### src/rtl/reg_bus_read_sequencer_if.sv
// Interface between the register-bus read sequencer and its environment.
// It carries the request stream, the shared tri-state bus, and the sampled-word stream.
interface reg_bus_read_sequencer_if #(
  parameter int unsigned NrOfBits = 8,
  parameter int unsigned NrOfRegs = 4,
  parameter int unsigned IdxBits  = 2,
  parameter int unsigned CntBits  = 3
);
  logic                Tick;
  logic                ReqValid;
  logic                ReqReady;
  logic [IdxBits-1:0]  ReqStart;
  logic [CntBits-1:0]  ReqCount;
  logic [NrOfRegs-1:0] cs;
  logic [NrOfBits-1:0] BusIn;
  logic                OutValid;
  logic                OutReady;
  logic [NrOfBits-1:0] OutData;
  logic [IdxBits-1:0]  OutIndex;
  logic                OutLast;
  logic                Busy;

  modport master (
    input  Tick, ReqValid, ReqStart, ReqCount, BusIn, OutReady,
    output ReqReady, cs, OutValid, OutData, OutIndex, OutLast, Busy
  );

  modport slave (
    output Tick, ReqValid, ReqStart, ReqCount, BusIn, OutReady,
    input  ReqReady, cs, OutValid, OutData, OutIndex, OutLast, Busy
  );
endinterface

### src/rtl/reg_bus_read_sequencer.sv
// Burst reader for the shared tri-state register bus.
// It selects one register at a time, with a settle cycle and a turnaround cycle, then streams out each sampled word.
module reg_bus_read_sequencer #(
  parameter int unsigned NrOfBits = 8,
  parameter int unsigned NrOfRegs = 4,
  parameter int unsigned IdxBits  = 2,
  parameter int unsigned CntBits  = 3
) (
  input  logic                          Clock,
  input  logic                          Reset,
  reg_bus_read_sequencer_if.master      bus
);

  localparam int unsigned LastIdx = NrOfRegs - 1;

  typedef enum logic [2:0] {
    S_IDLE   = 3'd0,
    S_SELECT = 3'd1,
    S_SAMPLE = 3'd2,
    S_HOLD   = 3'd3,
    S_TURN   = 3'd4
  } state_t;

  state_t              r_state, w_state_nxt;
  logic [IdxBits-1:0]  r_idx, w_idx_nxt;
  logic [CntBits-1:0]  r_rem, w_rem_nxt;
  logic [NrOfRegs-1:0] r_cs, w_cs_nxt;
  logic                r_out_valid, w_out_valid_nxt;
  logic [NrOfBits-1:0] r_out_data, w_out_data_nxt;
  logic [IdxBits-1:0]  r_out_index, w_out_index_nxt;
  logic                r_out_last, w_out_last_nxt;
  logic                r_req_ready, w_req_ready_nxt;
  logic                r_busy, w_busy_nxt;

  logic [IdxBits-1:0]  w_start;
  logic [CntBits-1:0]  w_count;
  logic [IdxBits-1:0]  w_idx_inc;
  logic                w_handshake;
  logic                w_sel;

  // Normalise the request: an out-of-range start folds back, and an oversized count clamps to NrOfRegs.
  always_comb begin
    w_start = bus.ReqStart;
    if (32'(bus.ReqStart) >= NrOfRegs) begin
      w_start = IdxBits'(32'(bus.ReqStart) - NrOfRegs);
    end
    w_count = bus.ReqCount;
    if (32'(bus.ReqCount) > NrOfRegs) begin
      w_count = CntBits'(NrOfRegs);
    end
    w_idx_inc   = (32'(r_idx) == LastIdx) ? '0 : r_idx + IdxBits'(1);
    w_handshake = r_out_valid & bus.OutReady;
  end

  // State and registered outputs
  always_ff @(posedge Clock) begin
    if (Reset) begin
      r_state     <= S_IDLE;
      r_idx       <= '0;
      r_rem       <= '0;
      r_cs        <= '1;
      r_out_valid <= 1'b0;
      r_out_data  <= '0;
      r_out_index <= '0;
      r_out_last  <= 1'b0;
      r_req_ready <= 1'b1;
      r_busy      <= 1'b0;
    end else begin
      r_state     <= w_state_nxt;
      r_idx       <= w_idx_nxt;
      r_rem       <= w_rem_nxt;
      r_cs        <= w_cs_nxt;
      r_out_valid <= w_out_valid_nxt;
      r_out_data  <= w_out_data_nxt;
      r_out_index <= w_out_index_nxt;
      r_out_last  <= w_out_last_nxt;
      r_req_ready <= w_req_ready_nxt;
      r_busy      <= w_busy_nxt;
    end
  end

  // Next state. Only the HOLD handshake may advance without Tick.
  always_comb begin
    w_state_nxt = r_state;
    w_idx_nxt   = r_idx;
    w_rem_nxt   = r_rem;
    unique case (r_state)
      S_IDLE: begin
        if (bus.Tick && bus.ReqValid) begin
          w_idx_nxt = w_start;
          w_rem_nxt = w_count;
          if (w_count != '0) w_state_nxt = S_SELECT;
        end
      end
      S_SELECT: if (bus.Tick) w_state_nxt = S_SAMPLE;
      S_SAMPLE: begin
        if (bus.Tick) begin
          w_state_nxt = S_HOLD;
          w_rem_nxt   = r_rem - CntBits'(1);
        end
      end
      S_HOLD: if (w_handshake) w_state_nxt = S_TURN;
      S_TURN: begin
        if (bus.Tick) begin
          if (r_rem != '0) begin
            w_idx_nxt   = w_idx_inc;
            w_state_nxt = S_SELECT;
          end else begin
            w_state_nxt = S_IDLE;
          end
        end
      end
      default: w_state_nxt = S_IDLE;
    endcase
  end

  // Output next-values. The cs decode uses only in-range bits, so at most one select is ever low.
  always_comb begin
    w_out_valid_nxt = r_out_valid;
    w_out_data_nxt  = r_out_data;
    w_out_index_nxt = r_out_index;
    w_out_last_nxt  = r_out_last;
    w_sel           = (w_state_nxt == S_SELECT) || (w_state_nxt == S_SAMPLE);
    w_cs_nxt        = '1;
    for (int unsigned i = 0; i < NrOfRegs; i++) begin
      w_cs_nxt[i] = !(w_sel && (32'(w_idx_nxt) == i));
    end
    if ((r_state == S_SAMPLE) && bus.Tick) begin
      w_out_valid_nxt = 1'b1;
      w_out_data_nxt  = bus.BusIn;
      w_out_index_nxt = r_idx;
      w_out_last_nxt  = (r_rem == CntBits'(1));
    end else if ((r_state == S_HOLD) && w_handshake) begin
      w_out_valid_nxt = 1'b0;
    end
    w_req_ready_nxt = (w_state_nxt == S_IDLE);
    w_busy_nxt      = (w_state_nxt != S_IDLE);
  end

  assign bus.ReqReady = r_req_ready;
  assign bus.Busy     = r_busy;
  assign bus.cs       = r_cs;
  assign bus.OutValid = r_out_valid;
  assign bus.OutData  = r_out_data;
  assign bus.OutIndex = r_out_index;
  assign bus.OutLast  = r_out_last;

endmodule

### src/flat_wrapper.sv
// flat-port wrapper written by rule: the top's interface ports become plain ports
module reg_bus_read_sequencer_flat 
#(
  parameter int unsigned NrOfBits = 8,
  parameter int unsigned NrOfRegs = 4,
  parameter int unsigned IdxBits  = 2,
  parameter int unsigned CntBits  = 3
)
  (Clock, Reset, bus_Tick, bus_ReqValid, bus_ReqStart, bus_ReqCount, bus_BusIn, bus_OutReady, bus_ReqReady, bus_cs, bus_OutValid, bus_OutData, bus_OutIndex, bus_OutLast, bus_Busy);
  reg_bus_read_sequencer_if #(.NrOfBits(NrOfBits), .NrOfRegs(NrOfRegs), .IdxBits(IdxBits), .CntBits(CntBits)) bus_i ();
  input  logic Clock;
  input  logic Reset;
  input wire logic [$bits(bus_i.Tick)-1:0] bus_Tick;
  input wire logic [$bits(bus_i.ReqValid)-1:0] bus_ReqValid;
  input wire logic [$bits(bus_i.ReqStart)-1:0] bus_ReqStart;
  input wire logic [$bits(bus_i.ReqCount)-1:0] bus_ReqCount;
  input wire logic [$bits(bus_i.BusIn)-1:0] bus_BusIn;
  input wire logic [$bits(bus_i.OutReady)-1:0] bus_OutReady;
  output wire logic [$bits(bus_i.ReqReady)-1:0] bus_ReqReady;
  output wire logic [$bits(bus_i.cs)-1:0] bus_cs;
  output wire logic [$bits(bus_i.OutValid)-1:0] bus_OutValid;
  output wire logic [$bits(bus_i.OutData)-1:0] bus_OutData;
  output wire logic [$bits(bus_i.OutIndex)-1:0] bus_OutIndex;
  output wire logic [$bits(bus_i.OutLast)-1:0] bus_OutLast;
  output wire logic [$bits(bus_i.Busy)-1:0] bus_Busy;
  assign bus_i.Tick = bus_Tick;
  assign bus_i.ReqValid = bus_ReqValid;
  assign bus_i.ReqStart = bus_ReqStart;
  assign bus_i.ReqCount = bus_ReqCount;
  assign bus_i.BusIn = bus_BusIn;
  assign bus_i.OutReady = bus_OutReady;
  assign bus_ReqReady = bus_i.ReqReady;
  assign bus_cs = bus_i.cs;
  assign bus_OutValid = bus_i.OutValid;
  assign bus_OutData = bus_i.OutData;
  assign bus_OutIndex = bus_i.OutIndex;
  assign bus_OutLast = bus_i.OutLast;
  assign bus_Busy = bus_i.Busy;
  reg_bus_read_sequencer #(.NrOfBits(NrOfBits), .NrOfRegs(NrOfRegs), .IdxBits(IdxBits), .CntBits(CntBits)) u_core (.Clock(Clock), .Reset(Reset), .bus(bus_i));
endmodule
### config.mk
export PLATFORM = sky130hd
export DESIGN_NAME = reg_bus_read_sequencer_flat
export DESIGN_NICKNAME = d
export VERILOG_FILES = /design/src/rtl/reg_bus_read_sequencer_if.sv /design/src/rtl/reg_bus_read_sequencer.sv /design/src/flat_wrapper.sv
export SDC_FILE = /design/constraint.sdc
export NUM_CORES = 1
export LEC_CHECK = 0
export BUFFER_PORTS_ARGS = -buffer_cell sky130_fd_sc_hd__clkbuf_2
export CAP_MARGIN = 20
export CORE_UTILIZATION = 30
export DETAILED_ROUTE_END_ITERATION = 7
export PLACE_DENSITY = 0.48
export SLEW_MARGIN = 20
export SYNTH_ARGS = -nofsm -noshare
export SYNTH_HDL_FRONTEND = slang
export SYNTH_SLANG_ARGS = --single-unit
export TNS_END_PERCENT = 20
### constraint.sdc
create_clock -name Clock -period 4 [get_ports Clock]
set_clock_uncertainty 0.1 [all_clocks]
set_input_delay 0.2 -clock Clock [delete_from_list [all_inputs] [get_ports Clock]]
set_output_delay 0.2 -clock Clock [all_outputs]
set_load 0.01 [all_outputs]
## After elaboration in Yosys (flattened, before gate mapping)

Index checks and enable logic that the tools add are counted.

| word-level totals | value |
|---|---|
| flip-flop bits (word level) | 26 |
| input port bits | 18 |
| logic and storage cells | 67 |

| cells by class | value |
|---|---|
| mux-type cells | 19 |
| reductions and logical operators | 21 |
| order comparisons | 1 |
| equal/unequal tests | 13 |
| bitwise gates (word level) | 1 |
| add/sub/neg operators | 2 |

Operators with widths:

| cell | number |
|---|---|
| $mux W3 | 9 |
| $pmux W3 S5 | 1 |
| $eq A3 B1 Y1 const B | 3 |
| $eq A3 B2 Y1 const B | 3 |
| $reduce_bool A3 Y1 | 3 |
| $mux W2 | 4 |
| $logic_and A1 B1 Y1 | 7 |
| $eq A2 B2 Y1 const B | 3 |
| $logic_not A3 Y1 | 2 |
| $pmux W3 S2 | 1 |
| $logic_not A1 Y1 | 4 |
| $pmux W2 S2 | 1 |
| $reduce_bool A2 Y1 | 2 |
| $eq A3 B3 Y1 const B | 1 |
| $gt A3 B3 Y1 const B | 1 |
| $mux W1 | 3 |
| $reduce_and A3 Y1 | 1 |
| $sub A3 B1 Y3 const B | 1 |
| $add A2 B1 Y2 const B | 1 |
| $eq A2 B1 Y1 const B | 1 |
| $logic_not A2 Y1 | 1 |
| $ne A2 B1 Y1 const B | 1 |
| $ne A2 B2 Y1 const B | 1 |
| $and A1 B1 Y1 | 1 |
| $logic_or A1 B1 Y1 | 1 |

## Depth between registers and ports, before layout

| depth | value |
|---|---|
| depth in word-level cells | 10 |
| depth in mapped cells | 6 |
| depth with buffers taken out | 6 |

## Worst setup path before layout

Ideal clock, no wire load.

| path | value |
|---|---|
| kind | reg-to-reg |
| start | reg u_core.r_state[0] |
| end | reg u_core.r_cs[3] (netlist: u_core.bus.cs[3]) |
| data arrival time | 1.431 ns |
| cell stages (with the launch flop) | 6 |
| buffers on the path | 1 |
| required time | 3.760 ns |
| slack | 2.329 ns |
| cell sequence | dfxtp_1 clkbuf_1 nor2_1 a2111o_1 a41oi_2 o2111ai_1 |

| on the way | value |
|---|---|
| word-level cells in the longest chain between the ends | 7 |
| elaborated cells between the ends (all ways) | 19 |
| those cells by class | eq/ne: 7; mux: 8; reduce/logical: 4 |

Ends and longest elaborated chain:

| item | line | source |
|---|---|---|
| start, declared | reg_bus_read_sequencer.sv:24 | `state_t r_state, w_state_nxt;` |
| start signal, assigned | reg_bus_read_sequencer.sv:69 | `r_state <= w_state_nxt;` |
| $mux W3 | reg_bus_read_sequencer.sv:92 | `if (w_count != '0) w_state_nxt = S_SELECT;` |
| $mux W3 | reg_bus_read_sequencer.sv:89 | `if (bus.Tick && bus.ReqValid) begin` |
| $pmux W3 S5 | reg_bus_read_sequencer.sv:87 | `unique case (r_state)` |
| $eq A3 B1 Y1 / $eq A3 B2 Y1 (equally long branches) | reg_bus_read_sequencer.sv:123 | `w_sel = (w_state_nxt == S_SELECT) \|\| (w_state_nxt == S_SAMPLE);` |
| $logic_or A1 B1 Y1 | reg_bus_read_sequencer.sv:123 |  |
| $logic_and A1 B1 Y1 (*) | reg_bus_read_sequencer.sv:126 | `w_cs_nxt[i] = !(w_sel && (32'(w_idx_nxt) == i));` |
| $logic_not A1 Y1 (*) | reg_bus_read_sequencer.sv:126 |  |
| end signal, assigned | reg_bus_read_sequencer.sv:72 | `r_cs <= w_cs_nxt;` |
| end, declared | reg_bus_read_sequencer.sv:27 | `logic [NrOfRegs-1:0] r_cs, w_cs_nxt;` |

Mark *: on every way between the ends. The rest lies on a longest branch, timed or not.
A chain may end at the register's enable or synchronous reset.

## Worst setup path in the final report

Same ends and word-level chain as after synthesis.

==> results.sh <==
export IMPL_min_from="bus_BusIn[1]"
export IMPL_place_ws_ns=2.18
export IMPL_grt_overflow_total=0
export IMPL_power_density_nw_per_um2=387
export IMPL_worstPathMaxFanout=11
export IMPL_min_period_ns=1.85
export IMPL_cts_tree="built"
export IMPL_max_slew_worst_pin_slew_ns=0.517
export IMPL_core_area_um2=3770
export IMPL_grt_first_pass_wirelength_um=4420
export IMPL_cp_cell_sequence="mux2_4 > a2111o_1 > a41oi_2 > o2111ai_1"
export IMPL_clk_latency_ns=0.27
export IMPL_antenna_found_initial=0
export IMPL_start_kind="flop"
export IMPL_antennaDiodeCount=0
export IMPL_placed_cell_area_um2=1420
export IMPL_cts_buffer_depth=2
export IMPL_grt_max_degree=21
export IMPL_synth_edf_count=0
export IMPL_synthTopCellsByArea="dfxtp_1, nand2_1, a21oi_1"
export IMPL_ios=36
export IMPL_drv_cap=0
export IMPL_ant_nets=0
export IMPL_synth_cells=140
export IMPL_hp_class="in -> reg"
export IMPL_syn_area_per_cell_um2=8.66
export IMPL_final_hold_violation_count=0
export IMPL_critPathCaptureType="flop"
export IMPL_ys_seq_area_frac=0.429
export IMPL_htreeDepth=1
export IMPL_io_buffer_count=35
export IMPL_setup_ws_ns=2.15
export IMPL_maxSlewViolCount=0
export IMPL_grt_busiest_layer="met2"
export IMPL_grt_usage=0.134
export IMPL_dr_pass1_iters=4
export IMPL_drtIter0Drc=50
export IMPL_cp_arrival_ns=1.89
export IMPL_postCtsHoldBufs=0
export IMPL_leakagePower_nw=0.611
export IMPL_start_util=0.321
export IMPL_cts_sinks=26
export IMPL_place_inst=215
export IMPL_drt_vias_per_instance=4.90
export IMPL_rows=22
export IMPL_dpl_hpwl_um=2040
export IMPL_drive_above_1_share=0.263
export IMPL_area_delta_synth_final_pct=22.7
export IMPL_clkTransAtPathRegs_ns=0.09
export IMPL_fmax_mhz=540
export IMPL_grt_pass1_vias=990
export IMPL_crit_buf_inv=0
export IMPL_post_cts_buffers=0
export IMPL_place_gp_congestion=0.790
export IMPL_synth_seq_cells=26
export IMPL_design_die_area_um2=4300
export IMPL_r2r_start="u_core.r_state[0]"
export IMPL_crit_type="reg -> reg"
export IMPL_die_y_um=65.6
export IMPL_synthArstFlopShare=0
export IMPL_drcViolationCount=0
export IMPL_cp_top_family="compound AO/OA/AOI/OAI gates"
export IMPL_min_period_over_period=0.463
export IMPL_critPathMaxStageDelay_ns=0.45
export IMPL_setup_tns_final_ns=0
export IMPL_met2_usage=0.223
export IMPL_design_area_um2=1490
export IMPL_cts_repair_resized=0
export IMPL_critPathLaunch="u_core.r_state[0]"
export IMPL_synth_cell_types=41
export IMPL_vias=1073
export IMPL_synth_warnings=0
export IMPL_wl_um=2700
export IMPL_slew_headroom=0.650
export IMPL_synth_largest_area_cell="dfxtp_1"
export IMPL_irDropWorstVdd_v=0.000158
export IMPL_clockRootBuffer="clkbuf_8"
export IMPL_cp_data_required_time_ns=4.04
export IMPL_grt_use_met3=0.0243
export IMPL_die_w_um=65.6
export IMPL_fin_cells=219
export IMPL_synth_area_um2=1210
export IMPL_slowest_stage="a2111o_1"
export IMPL_status="finished, final reports clean"
export IMPL_setup_viol=0
export IMPL_syn_num_nets=162
export IMPL_met1_usage=0.171
export IMPL_final_common_cell="clkbuf_2"
export IMPL_wire_per_inst_um=12.3
export IMPL_rsz0062_at_grt="false"
export IMPL_layout_cells_most_common_list="clkbuf_2, dfxtp_1, nand2_1"
export IMPL_yosysTopAreaCellShare=0.429
export IMPL_cts_buffers=3
export IMPL_nets=194
export IMPL_synth_ff_type="dfxtp_1"
==> cell usage after synthesis (all sizes together) (2+ instances only) <==
library cell,n
dfxtp,26
nand2,23
a21oi,15
nor2,8
clkbuf,7
inv,6
and2,4
ha,4
nand3,4
o21ai,4
nand4,3
nor3b,3
and3,2
nand2b,2
nand3b,2
nor2b,2
o2111ai,2
o311ai,2
==> where the power goes <==
part | internal [mW] | switching [mW]
registers | 0.271 | 0.00961
logic | 0.0353 | 0.0438
clock network | 0.134 | 0.0830
==> tightest hold or removal path: stages <==
cell	delay, ns
clkbuf_2	0.08
nand2_1	0.04
a21oi_1	0.05
==> flip-flops by register name, summed over array words and instances, names as in the netlist <==
name                 count
u_core.r_state           3
u_core.r_rem             3
u_core.bus.OutData       8
u_core.bus.Busy          1
u_core.bus.cs            4
u_core.r_idx             2
u_core.bus.ReqReady      1
u_core.bus.OutValid      1
u_core.bus.OutLast       1
u_core.bus.OutIndex      2
==> metal layers <==
layer  wire length [um]  vias to the layer above
li1                   -                      559
met3                113                        2
met1               1330                      485
met5                  0                        -
met4                 17                        0
met2               1240                       27
==> metrics by stage <==
stage / hold slack (ns) / total power [mW] / utilization
2_1_floorplan: 0.235 / 0.339 / -
3_3_place_gp: 0.325 / 0.366 / 0.376
3_5_place_dp: 0.330 / 0.366 / 0.376
4_1_cts: 0.0365 / 0.584 / 0.394
5_1_grt: 0.0438 / 0.603 / 0.394
6_report: 0.0439 / 0.576 / 0.394
==> kinds of logic after synthesis <==
kind of cell               after synthesis  share of synthesized area
DFF                                     26                      0.429
and+or+nand+nor                         59                      0.261
buffers and inverters                   14                     0.0444
adders and majority gates                4                     0.0413
muxes                                    2                     0.0206
AOI/OAI and AO/OA                       35                      0.203
==> path summary, 6_finish.rpt <==
path	endpoint	slack [ns]	cells past startpoint
hold reg to reg	u_core.bus.OutData[1]	0.36	2
setup / recovery	u_core.bus.cs[3]	2.15	4
hold / removal	u_core.bus.OutData[1]	0.04	3
setup reg to reg	u_core.bus.cs[3]	2.15	4
==> final cells by class <==
cell class	instances	area, um^2
clock buffers	3	41.3
clock inverters	1	30.0
fillers	399	2280
inverters	6	22.5
multi-input cells	100	638
flip-flops and latches	26	520
well taps	48	60.1
repair buffers	35	175
No activity file was read; power rests on OpenSTA's default activity.
